===== src/rtl/spi_cmd_sequencer_if.sv =====
// spi_cmd_sequencer_if: PCI-side command/read FIFO signals plus the
// start/done handshake towards the SPI master, bundled for one connection.
interface spi_cmd_sequencer_if;
    logic        CMD_WR_I;
    logic [31:0] CMD_DATA_I;
    logic [1:0]  CMD_SEL_I;
    logic        CMD_FULL_O;
    logic        RD_EN_I;
    logic [31:0] RD_DATA_O;
    logic        RD_EMPTY_O;
    logic        BUSY_O;
    logic [1:0]  ERR_O;
    logic        ERR_CLR_I;
    logic [31:0] SPI_I_O;
    logic [1:0]  SPI_SEL_O;
    logic        SPI_STAR_O;
    logic        SPI_DONE_I;
    logic [31:0] SPI_O_I;

    // sequencer side
    modport slave (
        input  CMD_WR_I, CMD_DATA_I, CMD_SEL_I, RD_EN_I, ERR_CLR_I,
               SPI_DONE_I, SPI_O_I,
        output CMD_FULL_O, RD_DATA_O, RD_EMPTY_O, BUSY_O, ERR_O,
               SPI_I_O, SPI_SEL_O, SPI_STAR_O
    );

    // PCI host and SPI master side
    modport master (
        output CMD_WR_I, CMD_DATA_I, CMD_SEL_I, RD_EN_I, ERR_CLR_I,
               SPI_DONE_I, SPI_O_I,
        input  CMD_FULL_O, RD_DATA_O, RD_EMPTY_O, BUSY_O, ERR_O,
               SPI_I_O, SPI_SEL_O, SPI_STAR_O
    );
endinterface


===== src/rtl/spi_cmd_sequencer.sv =====
// spi_cmd_sequencer: queues 32-bit SPI command words with a chip-select index
// and issues them one at a time over the SPI master's start/done handshake.
// Read-back commands (data[3:0] == 4'b1110) have their result captured into a
// first-word-fall-through read FIFO for the PCI side to drain.
//
// state    | meaning
// ---------+------------------------------------------------------------
// IDLE     | waiting for a queued command while the master has done low
// LOAD     | command word/select presented to the master, one setup cycle
// START    | STAR high, waiting for the master to raise done
// CAPTURE  | read-back result held by the master until the read FIFO has room
// RELEASE  | STAR low, waiting for the master to drop done
module spi_cmd_sequencer #(
    parameter int CMD_DEPTH = 16,
    parameter int RD_DEPTH  = 16,
    parameter int TIMEOUT   = 4096
) (
    input  logic               BOARD_CLOCK,
    input  logic               RST_N,
    spi_cmd_sequencer_if.slave bus
);
    localparam int              CAW      = $clog2(CMD_DEPTH);
    localparam int              RAW      = $clog2(RD_DEPTH);
    localparam int              TW       = $clog2(TIMEOUT + 1);
    localparam logic [TW-1:0]   TMR_LOAD = TW'(TIMEOUT - 1);
    localparam logic [3:0]      RB_CODE  = 4'b1110;

    typedef enum logic [2:0] {
        ST_IDLE,
        ST_LOAD,
        ST_START,
        ST_CAPTURE,
        ST_RELEASE
    } state_t;

    state_t state;
    state_t next_state;

    // command FIFO: {sel, data}
    logic [33:0]  cmd_mem [CMD_DEPTH];
    logic [CAW:0] cmd_wr_ptr;
    logic [CAW:0] cmd_rd_ptr;
    logic [CAW:0] cmd_wr_ptr_nxt;
    logic [CAW:0] cmd_rd_ptr_nxt;
    logic         cmd_empty;
    logic         cmd_full;
    logic         cmd_push;
    logic         cmd_pop;
    logic [33:0]  cmd_head;

    // read FIFO
    logic [31:0]  rd_mem [RD_DEPTH];
    logic [RAW:0] rd_wr_ptr;
    logic [RAW:0] rd_rd_ptr;
    logic [RAW:0] rd_wr_ptr_nxt;
    logic [RAW:0] rd_rd_ptr_nxt;
    logic         rd_empty;
    logic         rd_full;
    logic         rd_push;
    logic         rd_pop;

    logic          done_m;
    logic          done_s;
    logic [TW-1:0] tmr;
    logic          tmo_evt;
    logic          rb_flag;
    logic [31:0]   spi_i_q;
    logic [1:0]    spi_sel_q;
    logic          star_q;
    logic [1:0]    err_q;
    logic [1:0]    err_set;

    // ------------------------------------------------------------------
    // command FIFO
    // ------------------------------------------------------------------
    assign cmd_push       = bus.CMD_WR_I & ~cmd_full;
    assign cmd_wr_ptr_nxt = cmd_wr_ptr + {{CAW{1'b0}}, cmd_push};
    assign cmd_rd_ptr_nxt = cmd_rd_ptr + {{CAW{1'b0}}, cmd_pop};
    assign cmd_head       = cmd_mem[cmd_rd_ptr[CAW-1:0]];

    // Command storage; validity is defined by the pointers, so no reset.
    always_ff @(posedge BOARD_CLOCK) begin
        if (cmd_push) begin
            cmd_mem[cmd_wr_ptr[CAW-1:0]] <= {bus.CMD_SEL_I, bus.CMD_DATA_I};
        end
    end

    // Command pointers and registered empty/full flags.
    always_ff @(posedge BOARD_CLOCK or negedge RST_N) begin
        if (!RST_N) begin
            cmd_wr_ptr <= '0;
            cmd_rd_ptr <= '0;
            cmd_empty  <= 1'b1;
            cmd_full   <= 1'b0;
        end else begin
            cmd_wr_ptr <= cmd_wr_ptr_nxt;
            cmd_rd_ptr <= cmd_rd_ptr_nxt;
            cmd_empty  <= (cmd_wr_ptr_nxt == cmd_rd_ptr_nxt);
            cmd_full   <= (cmd_wr_ptr_nxt[CAW] != cmd_rd_ptr_nxt[CAW]) &&
                          (cmd_wr_ptr_nxt[CAW-1:0] == cmd_rd_ptr_nxt[CAW-1:0]);
        end
    end

    // ------------------------------------------------------------------
    // read FIFO
    // ------------------------------------------------------------------
    assign rd_pop        = bus.RD_EN_I & ~rd_empty;
    assign rd_wr_ptr_nxt = rd_wr_ptr + {{RAW{1'b0}}, rd_push};
    assign rd_rd_ptr_nxt = rd_rd_ptr + {{RAW{1'b0}}, rd_pop};

    // Read-back result storage; validity is defined by the pointers.
    always_ff @(posedge BOARD_CLOCK) begin
        if (rd_push) begin
            rd_mem[rd_wr_ptr[RAW-1:0]] <= bus.SPI_O_I;
        end
    end

    // Read pointers and registered empty/full flags.
    always_ff @(posedge BOARD_CLOCK or negedge RST_N) begin
        if (!RST_N) begin
            rd_wr_ptr <= '0;
            rd_rd_ptr <= '0;
            rd_empty  <= 1'b1;
            rd_full   <= 1'b0;
        end else begin
            rd_wr_ptr <= rd_wr_ptr_nxt;
            rd_rd_ptr <= rd_rd_ptr_nxt;
            rd_empty  <= (rd_wr_ptr_nxt == rd_rd_ptr_nxt);
            rd_full   <= (rd_wr_ptr_nxt[RAW] != rd_rd_ptr_nxt[RAW]) &&
                         (rd_wr_ptr_nxt[RAW-1:0] == rd_rd_ptr_nxt[RAW-1:0]);
        end
    end

    // ------------------------------------------------------------------
    // handshake FSM
    // ------------------------------------------------------------------

    // Done synchronizer; resets high so nothing issues until the master
    // is seen idle after reset.
    always_ff @(posedge BOARD_CLOCK or negedge RST_N) begin
        if (!RST_N) begin
            done_m <= 1'b1;
            done_s <= 1'b1;
        end else begin
            done_m <= bus.SPI_DONE_I;
            done_s <= done_m;
        end
    end

    // State register.
    always_ff @(posedge BOARD_CLOCK or negedge RST_N) begin
        if (!RST_N) begin
            state <= ST_IDLE;
        end else begin
            state <= next_state;
        end
    end

    // Next state plus the FIFO pop/push and timeout strobes.
    always_comb begin
        next_state = state;
        cmd_pop    = 1'b0;
        rd_push    = 1'b0;
        tmo_evt    = 1'b0;
        unique case (state)
            ST_IDLE: begin
                if (!cmd_empty && !done_s) begin
                    next_state = ST_LOAD;
                    cmd_pop    = 1'b1;
                end
            end
            ST_LOAD: begin
                next_state = ST_START;
            end
            ST_START: begin
                if (done_s) begin
                    next_state = rb_flag ? ST_CAPTURE : ST_RELEASE;
                end else if (tmr == '0) begin
                    tmo_evt    = 1'b1;
                    next_state = ST_IDLE;
                end
            end
            ST_CAPTURE: begin
                if (!rd_full) begin
                    rd_push    = 1'b1;
                    next_state = ST_RELEASE;
                end
            end
            ST_RELEASE: begin
                if (!done_s) begin
                    next_state = ST_IDLE;
                end else if (tmr == '0) begin
                    tmo_evt    = 1'b1;
                    next_state = ST_IDLE;
                end
            end
            default: begin
                next_state = ST_IDLE;
            end
        endcase
    end

    // Per-phase timeout down-counter: reloads on every state change and
    // only counts while waiting on the master.
    always_ff @(posedge BOARD_CLOCK or negedge RST_N) begin
        if (!RST_N) begin
            tmr <= TMR_LOAD;
        end else if (next_state != state) begin
            tmr <= TMR_LOAD;
        end else if ((state == ST_START || state == ST_RELEASE) && tmr != '0) begin
            tmr <= tmr - TW'(1);
        end
    end

    // Command word and select are captured as the head is popped, so they are
    // stable a full cycle before STAR rises; STAR follows the next state.
    always_ff @(posedge BOARD_CLOCK or negedge RST_N) begin
        if (!RST_N) begin
            spi_i_q   <= '0;
            spi_sel_q <= '0;
            rb_flag   <= 1'b0;
            star_q    <= 1'b0;
        end else begin
            if (cmd_pop) begin
                spi_i_q   <= cmd_head[31:0];
                spi_sel_q <= cmd_head[33:32];
                rb_flag   <= (cmd_head[3:0] == RB_CODE);
            end
            star_q <= (next_state == ST_START) || (next_state == ST_CAPTURE);
        end
    end

    // Sticky errors; a new event in the clearing cycle keeps its bit set.
    assign err_set = {bus.CMD_WR_I & cmd_full, tmo_evt};

    always_ff @(posedge BOARD_CLOCK or negedge RST_N) begin
        if (!RST_N) begin
            err_q <= '0;
        end else begin
            err_q <= err_set | (err_q & ~{2{bus.ERR_CLR_I}});
        end
    end

    assign bus.CMD_FULL_O = cmd_full;
    assign bus.RD_EMPTY_O = rd_empty;
    assign bus.RD_DATA_O  = rd_empty ? 32'h0 : rd_mem[rd_rd_ptr[RAW-1:0]];
    assign bus.BUSY_O     = (state != ST_IDLE) || !cmd_empty;
    assign bus.ERR_O      = err_q;
    assign bus.SPI_I_O    = spi_i_q;
    assign bus.SPI_SEL_O  = spi_sel_q;
    assign bus.SPI_STAR_O = star_q;
endmodule

===== src/flat_wrapper.sv =====
// flat-port wrapper written by rule: the top's interface ports become plain ports
module spi_cmd_sequencer_flat 
#(
    parameter int CMD_DEPTH = 16,
    parameter int RD_DEPTH  = 16,
    parameter int TIMEOUT   = 4096
)
  (BOARD_CLOCK, RST_N, bus_CMD_WR_I, bus_CMD_DATA_I, bus_CMD_SEL_I, bus_RD_EN_I, bus_ERR_CLR_I, bus_SPI_DONE_I, bus_SPI_O_I, bus_CMD_FULL_O, bus_RD_DATA_O, bus_RD_EMPTY_O, bus_BUSY_O, bus_ERR_O, bus_SPI_I_O, bus_SPI_SEL_O, bus_SPI_STAR_O);
  spi_cmd_sequencer_if bus_i ();
  input  logic BOARD_CLOCK;
  input  logic RST_N;
  input wire logic [$bits(bus_i.CMD_WR_I)-1:0] bus_CMD_WR_I;
  input wire logic [$bits(bus_i.CMD_DATA_I)-1:0] bus_CMD_DATA_I;
  input wire logic [$bits(bus_i.CMD_SEL_I)-1:0] bus_CMD_SEL_I;
  input wire logic [$bits(bus_i.RD_EN_I)-1:0] bus_RD_EN_I;
  input wire logic [$bits(bus_i.ERR_CLR_I)-1:0] bus_ERR_CLR_I;
  input wire logic [$bits(bus_i.SPI_DONE_I)-1:0] bus_SPI_DONE_I;
  input wire logic [$bits(bus_i.SPI_O_I)-1:0] bus_SPI_O_I;
  output wire logic [$bits(bus_i.CMD_FULL_O)-1:0] bus_CMD_FULL_O;
  output wire logic [$bits(bus_i.RD_DATA_O)-1:0] bus_RD_DATA_O;
  output wire logic [$bits(bus_i.RD_EMPTY_O)-1:0] bus_RD_EMPTY_O;
  output wire logic [$bits(bus_i.BUSY_O)-1:0] bus_BUSY_O;
  output wire logic [$bits(bus_i.ERR_O)-1:0] bus_ERR_O;
  output wire logic [$bits(bus_i.SPI_I_O)-1:0] bus_SPI_I_O;
  output wire logic [$bits(bus_i.SPI_SEL_O)-1:0] bus_SPI_SEL_O;
  output wire logic [$bits(bus_i.SPI_STAR_O)-1:0] bus_SPI_STAR_O;
  assign bus_i.CMD_WR_I = bus_CMD_WR_I;
  assign bus_i.CMD_DATA_I = bus_CMD_DATA_I;
  assign bus_i.CMD_SEL_I = bus_CMD_SEL_I;
  assign bus_i.RD_EN_I = bus_RD_EN_I;
  assign bus_i.ERR_CLR_I = bus_ERR_CLR_I;
  assign bus_i.SPI_DONE_I = bus_SPI_DONE_I;
  assign bus_i.SPI_O_I = bus_SPI_O_I;
  assign bus_CMD_FULL_O = bus_i.CMD_FULL_O;
  assign bus_RD_DATA_O = bus_i.RD_DATA_O;
  assign bus_RD_EMPTY_O = bus_i.RD_EMPTY_O;
  assign bus_BUSY_O = bus_i.BUSY_O;
  assign bus_ERR_O = bus_i.ERR_O;
  assign bus_SPI_I_O = bus_i.SPI_I_O;
  assign bus_SPI_SEL_O = bus_i.SPI_SEL_O;
  assign bus_SPI_STAR_O = bus_i.SPI_STAR_O;
  spi_cmd_sequencer #(.CMD_DEPTH(CMD_DEPTH), .RD_DEPTH(RD_DEPTH), .TIMEOUT(TIMEOUT)) u_core (.BOARD_CLOCK(BOARD_CLOCK), .RST_N(RST_N), .bus(bus_i));
endmodule

===== config.mk =====
export PLATFORM = sky130hd
export DESIGN_NAME = spi_cmd_sequencer_flat
export DESIGN_NICKNAME = d
export VERILOG_FILES = /design/src/rtl/spi_cmd_sequencer_if.sv /design/src/rtl/spi_cmd_sequencer.sv /design/src/flat_wrapper.sv
export SDC_FILE = /design/constraint.sdc
export NUM_CORES = 1
export LEC_CHECK = 0
export BUFFER_PORTS_ARGS = -buffer_cell sky130_fd_sc_hd__buf_4
export CORE_MARGIN = 2
export CORE_UTILIZATION = 45
export CTS_CLUSTER_DIAMETER = 40
export DETAILED_ROUTE_END_ITERATION = 10
export GPL_TIMING_DRIVEN = 0
export HOLD_SLACK_MARGIN = 0.12
export PLACE_DENSITY = 0.7
export REMOVE_ABC_BUFFERS = 1
export SYNTH_ARGS = -nofsm -noshare
export SYNTH_HDL_FRONTEND = slang
export SYNTH_SLANG_ARGS = --single-unit

===== constraint.sdc =====
create_clock -name BOARD_CLOCK -period 6.6 [get_ports BOARD_CLOCK]
set_input_delay 0.66 -clock BOARD_CLOCK [delete_from_list [all_inputs] [get_ports BOARD_CLOCK]]
set_output_delay 0.66 -clock BOARD_CLOCK [all_outputs]
set_load 0.05 [all_outputs]

Yosys cells after proc, flatten, opt, wreduce, memory -nomap -nowiden
Memories as Yosys holds them, arrays and structs flattened. Cells that the tools add are included.

Register bits: 80. Bits in writable memories: 1056. Input bits: 72. Output and inout bits: 72. Word-level logic and storage cells: 82. Memories kept: 2.

$add $sub $neg: 5. Eq/ne operators: 14. Mux-type cells: 22. Bitwise gates (word level): 8. Reductions and logical operators: 14.

Memory list: u_core.cmd_mem (words 16, width 34, rd ports 1, clocked after memory_dff 0, wr ports 1, RTL line spi_cmd_sequencer.sv:40) `logic [33:0] cmd_mem [CMD_DEPTH];`; u_core.rd_mem (words 16, width 32, rd ports 1, clocked after memory_dff 0, wr ports 1, RTL line spi_cmd_sequencer.sv:52) `logic [31:0] rd_mem [RD_DEPTH];`.

Operators with widths (count): 2-to-1 mux 32 bit (1); 2-to-1 mux 13 bit (2); adder 5 x 1 -> 5 bit (4); 2-to-1 mux 3 bit (6); case mux 3 bit (5 select lines) (1); logical NOT 13 bit (1); nonzero test 13 bit (1); subtractor 13 x 1 -> 13 bit (second input constant) (1); == test 3 x 2 -> 1 bit (second input constant) (4); 2-to-1 mux 1 bit (11); == test 5 bit (2); == test 4 bit (2); == test 4 bit (second input constant) (1); logical AND 1 bit (4); AND 1 bit (3); == test 3 x 1 -> 1 bit (second input constant) (1); == test 3 bit (second input constant) (1); logical NOT 3 bit (1); logical OR 1 bit (3); != test 3 bit (1); nonzero test 3 bit (1); AND 2 bit (1); logical NOT 1 bit (2); != test 1 bit (2); 5 further kinds (6).

Logic depth before layout (Yosys ltp)
Depth in word-level cells: 7. Depth in mapped cells: 11. Gate-level depth less buffers: 9.

Worst setup path after synthesis
OpenSTA, ideal clock, no wires.

Path kind: register -> register. Start point: register u_core.cmd_full (netlist: u_core.bus.CMD_FULL_O). End point: memory u_core.cmd_mem[0][0], enable pin. Library setup time: 467 ps. Data arrival time: 3531 ps. Required time: 6133 ps. Setup slack: 2601 ps. Cell stages (with the launch flop): 4. Buffers on the path: 0. Period minus slack after synthesis: 3999 ps. Path through: dfrtp_1 -> nand2b_1 -> or3_1 -> nor3_1.

Cells in the longest elaborated chain, start to end: 4.

Ends and longest elaborated chain: start, declared (RTL line spi_cmd_sequencer.sv:46) `logic cmd_full;`; start signal, assigned (RTL line spi_cmd_sequencer.sv:99) `cmd_full <= (cmd_wr_ptr_nxt[CAW] != cmd_rd_ptr_nxt[CAW]) &&`; inverter 1 bit (RTL line spi_cmd_sequencer.sv:76) `assign cmd_push = bus.CMD_WR_I & ~cmd_full;`; AND 1 bit (RTL line spi_cmd_sequencer.sv:76); 2-to-1 mux 1 bit (RTL line spi_cmd_sequencer.sv:83) `if (cmd_push) begin`; 2-to-1 mux 1 bit (implied by the code) (RTL line spi_cmd_sequencer.sv:84) `cmd_mem[cmd_wr_ptr[CAW-1:0]] <= {bus.CMD_SEL_I, bus.CMD_DATA_I};`; end, declared (RTL line spi_cmd_sequencer.sv:40).

No other way between the ends.

Worst setup path in the final report
Start point: register u_core.rd_rd_ptr[0]. End point: output port bus_RD_DATA_O[27].

Cells in the longest elaborated chain, start to end: 2.

Ends and longest elaborated chain: start, declared (RTL line spi_cmd_sequencer.sv:54) `logic [RAW:0] rd_rd_ptr;`; start signal, assigned (RTL line spi_cmd_sequencer.sv:127) `rd_rd_ptr <= rd_rd_ptr_nxt;`; memory (16 x 32 bit); 2-to-1 mux 32 bit (RTL line spi_cmd_sequencer.sv:246) `assign bus.RD_DATA_O = rd_empty ? 32'h0 : rd_mem[rd_rd_ptr[RAW-1:0]];`; end, declared (RTL line flat_wrapper.sv:20) `output wire logic [$bits(bus_i.RD_DATA_O)-1:0] bus_RD_DATA_O;`.

No other way between the ends.

==> impl_metrics.yaml <==
outcome:
  outcome: "complete, no violations"
critical_path:
  rrSetupSlack_ns: 2.88
  critPathKind: "reg2out"
  cp_max_fo: 38
  path_delay_family: "multiplexers"
  crit_cells: 5
  path_buf_inv: 2
  crit_path_frequent_cell: "mux4_2"
  critPathSlowestCell: "dfrtp_4"
  critPathCaptureType: "primary output"
  crit_chain: "buf_16, mux4_2, mux4_2, nor2b_1, buf_4"
  critPathMaxStageDelay_ns: 0.85
  crit_required_ns: 5.94
  critPathLaunchType: "flop"
  worstPathArrival_ns: 3.46
  rr_worst_depth: 9
timing:
  fmax_mhz: 243
  relSlewSlack: 0.191
  final-setup-viol-count: 0
  rsz0062_at_grt: "no"
  worst_hold_slack_ns: 0.172
  finalSetupTns_ns: 0
  hold_violations: 0
  min_period_over_period: 0.625
  tightest_slew_ns: 1.21
  drv_slew: 0
  period_needed_ns: 4.12
  fin_skew_ns: 0.0211
grt:
  grt_pass1_wl_um: 139000
  globalRouteTotalUtil: 0.194
  grt_pass1_vias: 21189
  antenna_found_initial: 7
  grt_max_degree: 81
  grt-ovfl-total: 0
routing:
  vias: 19892
  wl_per_cell_um: 26.9
  firstDrtPassIters: 5
  drc: 0
  drtIter0Drc: 2016
  drt-total-wl_um: 93700
  antenna_left: 0
  viasPerCell: 5.70
finish:
  final_common_cell: "edfxtp_1"
  final_util: 0.544
  layout-area-overhead-vs-synth_pct: 19.5
  most-common-layout-cells: "edfxtp_1, mux4_2, clkbuf_16, buf_4, dfrtp_1"
  postLayoutCellArea_um2: 51900
  finalNetCount: 2196
  drive_gt1_frac: 0.385
  n_fill_cell: 6959
placement:
  placed_area_um2: 47300
  dp_hpwl_um: 55400
  port-buffer-count: 143
  gp_congestion: 0.722
die:
  ios: 144
  die_h_um: 315
  dieArea_um2: 99000
  core_area_um2: 95300
  start_util: 0.455
  rows: 113
  die_w_um: 315
synth:
  synth-xor-area-share: 0.00605
  muxShareOfSynthArea: 0.178
  netlist_area_um2: 43400
  ys.flop_type: "edfxtp_1"
  synth_area_per_cell_um2: 23.6
  yosys_warnings: 0
  synthArstFlopShare: 0.0704
  synth_top_family_by_area: "multiplexers"
  synth-edff-count: 1056
  synth_fa_ha_area_frac: 0.00259
  synth.distinct_cells: 47
  synthCells: 1840
  synth_compound_area_frac: 0.00470
  synth_seq_cells: 1136
  yosysSeqAreaShare: 0.777
  synthSimpleGateAreaFrac: 0.0207
cts:
  root_buffer: "clkbuf_16"
  post-cts-setup-buffers: 0
  cts_buffer_depth: 3
  clock_latency_ns: 0.72
  clk_pin_slew_worst_paths_ns: 0.06
  cts_buffers: 138
  cts.sinks: 1136
  htree_levels: 4
  cts_tree: "done"
flow_run:
  drv_cap: 0
power_and_ir_drop:
  swShare: 0.312
  p_switching_w: 0.00731
  leakage_nw: 16.8
  ir_worst_vdd_uv: 352
  combPwrFrac: 0.296
  p_per_area_nw_per_um2: 452
  clock_power_share: 0.312
  pwr-share-seq: 0.392
  p_int_w: 0.0161
  total_power_w: 0.0234
min_path:
  hold_path.class: "in2async"
-- worst paths after layout --
kind,end,startpoint
min,u_core.bus.SPI_I_O[23]$_DFFE_PN0P_,RST_N
min in group BOARD_CLOCK,u_core.bus.ERR_O[0]$_DFF_PN0_,bus_ERR_CLR_I
max reg2reg,u_core.bus.CMD_FULL_O$_DFF_PN0_,u_core.state[0]$_DFF_PN0_
max in group asynchronous,u_core.rd_rd_ptr[3]$_DFF_PN0_,RST_N
max,bus_RD_DATA_O[27],u_core.rd_rd_ptr[0]$_DFF_PN0_
min reg2reg,u_core.done_s$_DFF_PN1_,u_core.done_m$_DFF_PN1_
-- area by class of cell --
class	count	area, um2	area share
clock inverters	76	761	0.0147
multi-input cells	600	9410	0.181
repair buffers	225	2560	0.0494
inverters	14	53.8	0.00104
diodes	3	7.51	0.000145
clock buffers	169	3730	0.0719
flip-flops and latches	1136	33800	0.651
well taps	1265	1580	0.0305
-- cells in the mapped netlist (2+ instances only) --
master | instances | area [um2]
clkbuf_1 | 44 | 165
or4_1 | 5 | 37.5
a22oi_1 | 3 | 22.5
nand2_1 | 20 | 75.1
mux4_2 | 324 | 7300
inv_1 | 13 | 48.8
mux2i_1 | 4 | 40.0
mux2_2 | 33 | 372
nor2_1 | 37 | 139
a31o_2 | 2 | 17.5
nand2b_1 | 10 | 62.6
and2_1 | 2 | 12.5
ha_1 | 9 | 113
xor2_1 | 24 | 210
buf_2 | 19 | 95.1
dfrtp_1 | 64 | 1600
a21oi_1 | 3 | 15.0
buf_6 | 5 | 56.3
dfstp_2 | 16 | 420
buf_1 | 13 | 48.8
and3_1 | 2 | 12.5
a221oi_1 | 3 | 26.3
nand3b_1 | 2 | 15.0
nand4_1 | 8 | 50.1
o31ai_1 | 2 | 15.0
nor3_1 | 12 | 60.1
o21ai_0 | 6 | 30.0
nor2b_1 | 38 | 238
edfxtp_1 | 1056 | 31700
xnor2_1 | 6 | 52.6
nand3_1 | 28 | 140
nor4_1 | 2 | 12.5
buf_4 | 9 | 67.6
or3_1 | 3 | 18.8
-- power groups by stage --
stage                     registers (W)  clock network [W]  logic (W)
final                           0.00919            0.00731    0.00695
after global routing            0.00928            0.00774    0.00734
after global placement           0.0100                  0    0.00678
after floorplan                 0.00993                  0    0.00459
after detailed placement        0.00935                  0    0.00703
after CTS                       0.00921            0.00744    0.00707
-- sequential cells by signal, summed over array words and instances (netlist names), 2 cells and up --
register	flops
u_core.bus.ERR_O	2
u_core.bus.SPI_I_O	32
u_core.bus.SPI_SEL_O	2
u_core.cmd_mem	544
u_core.cmd_rd_ptr	5
u_core.cmd_wr_ptr	5
u_core.rd_mem	512
u_core.rd_rd_ptr	5
u_core.rd_wr_ptr	5
u_core.state	3
u_core.tmr	13
-- what timing repair did --
item,CTS,global route
hold endpoints to repair,1,0
gates resized for setup,0,0
setup endpoints to repair,0,0
hold buffers,1,0
-- logic make-up after synthesis --
group           after synthesis
xor+xnor                     30
simple gates                172
mux                         361
fa+ha+maj                     9
flops                      1136
buf+inv                     104
compound gates               28
-- per-stage QoR --
step	std cells	worst slack [ns]
after floorplan	1750	-0.538
after global placement	3158	-2.74
after detailed placement	3239	2.89
after CTS	3485	2.38
after global routing	3488	2.29
final	3488	2.48
-- routing by layer --
layer  track usage  share of wire  wire length [um]  vias up
met5             0        0.00059                55        -
met3        0.0460          0.067              6310      150
met2         0.337           0.53             50100      713
met4        0.0629          0.021              1940        8
met1         0.239           0.38             35300    10659
li1              -              -                 -     8362
No activity file was read; power rests on OpenSTA's default activity.
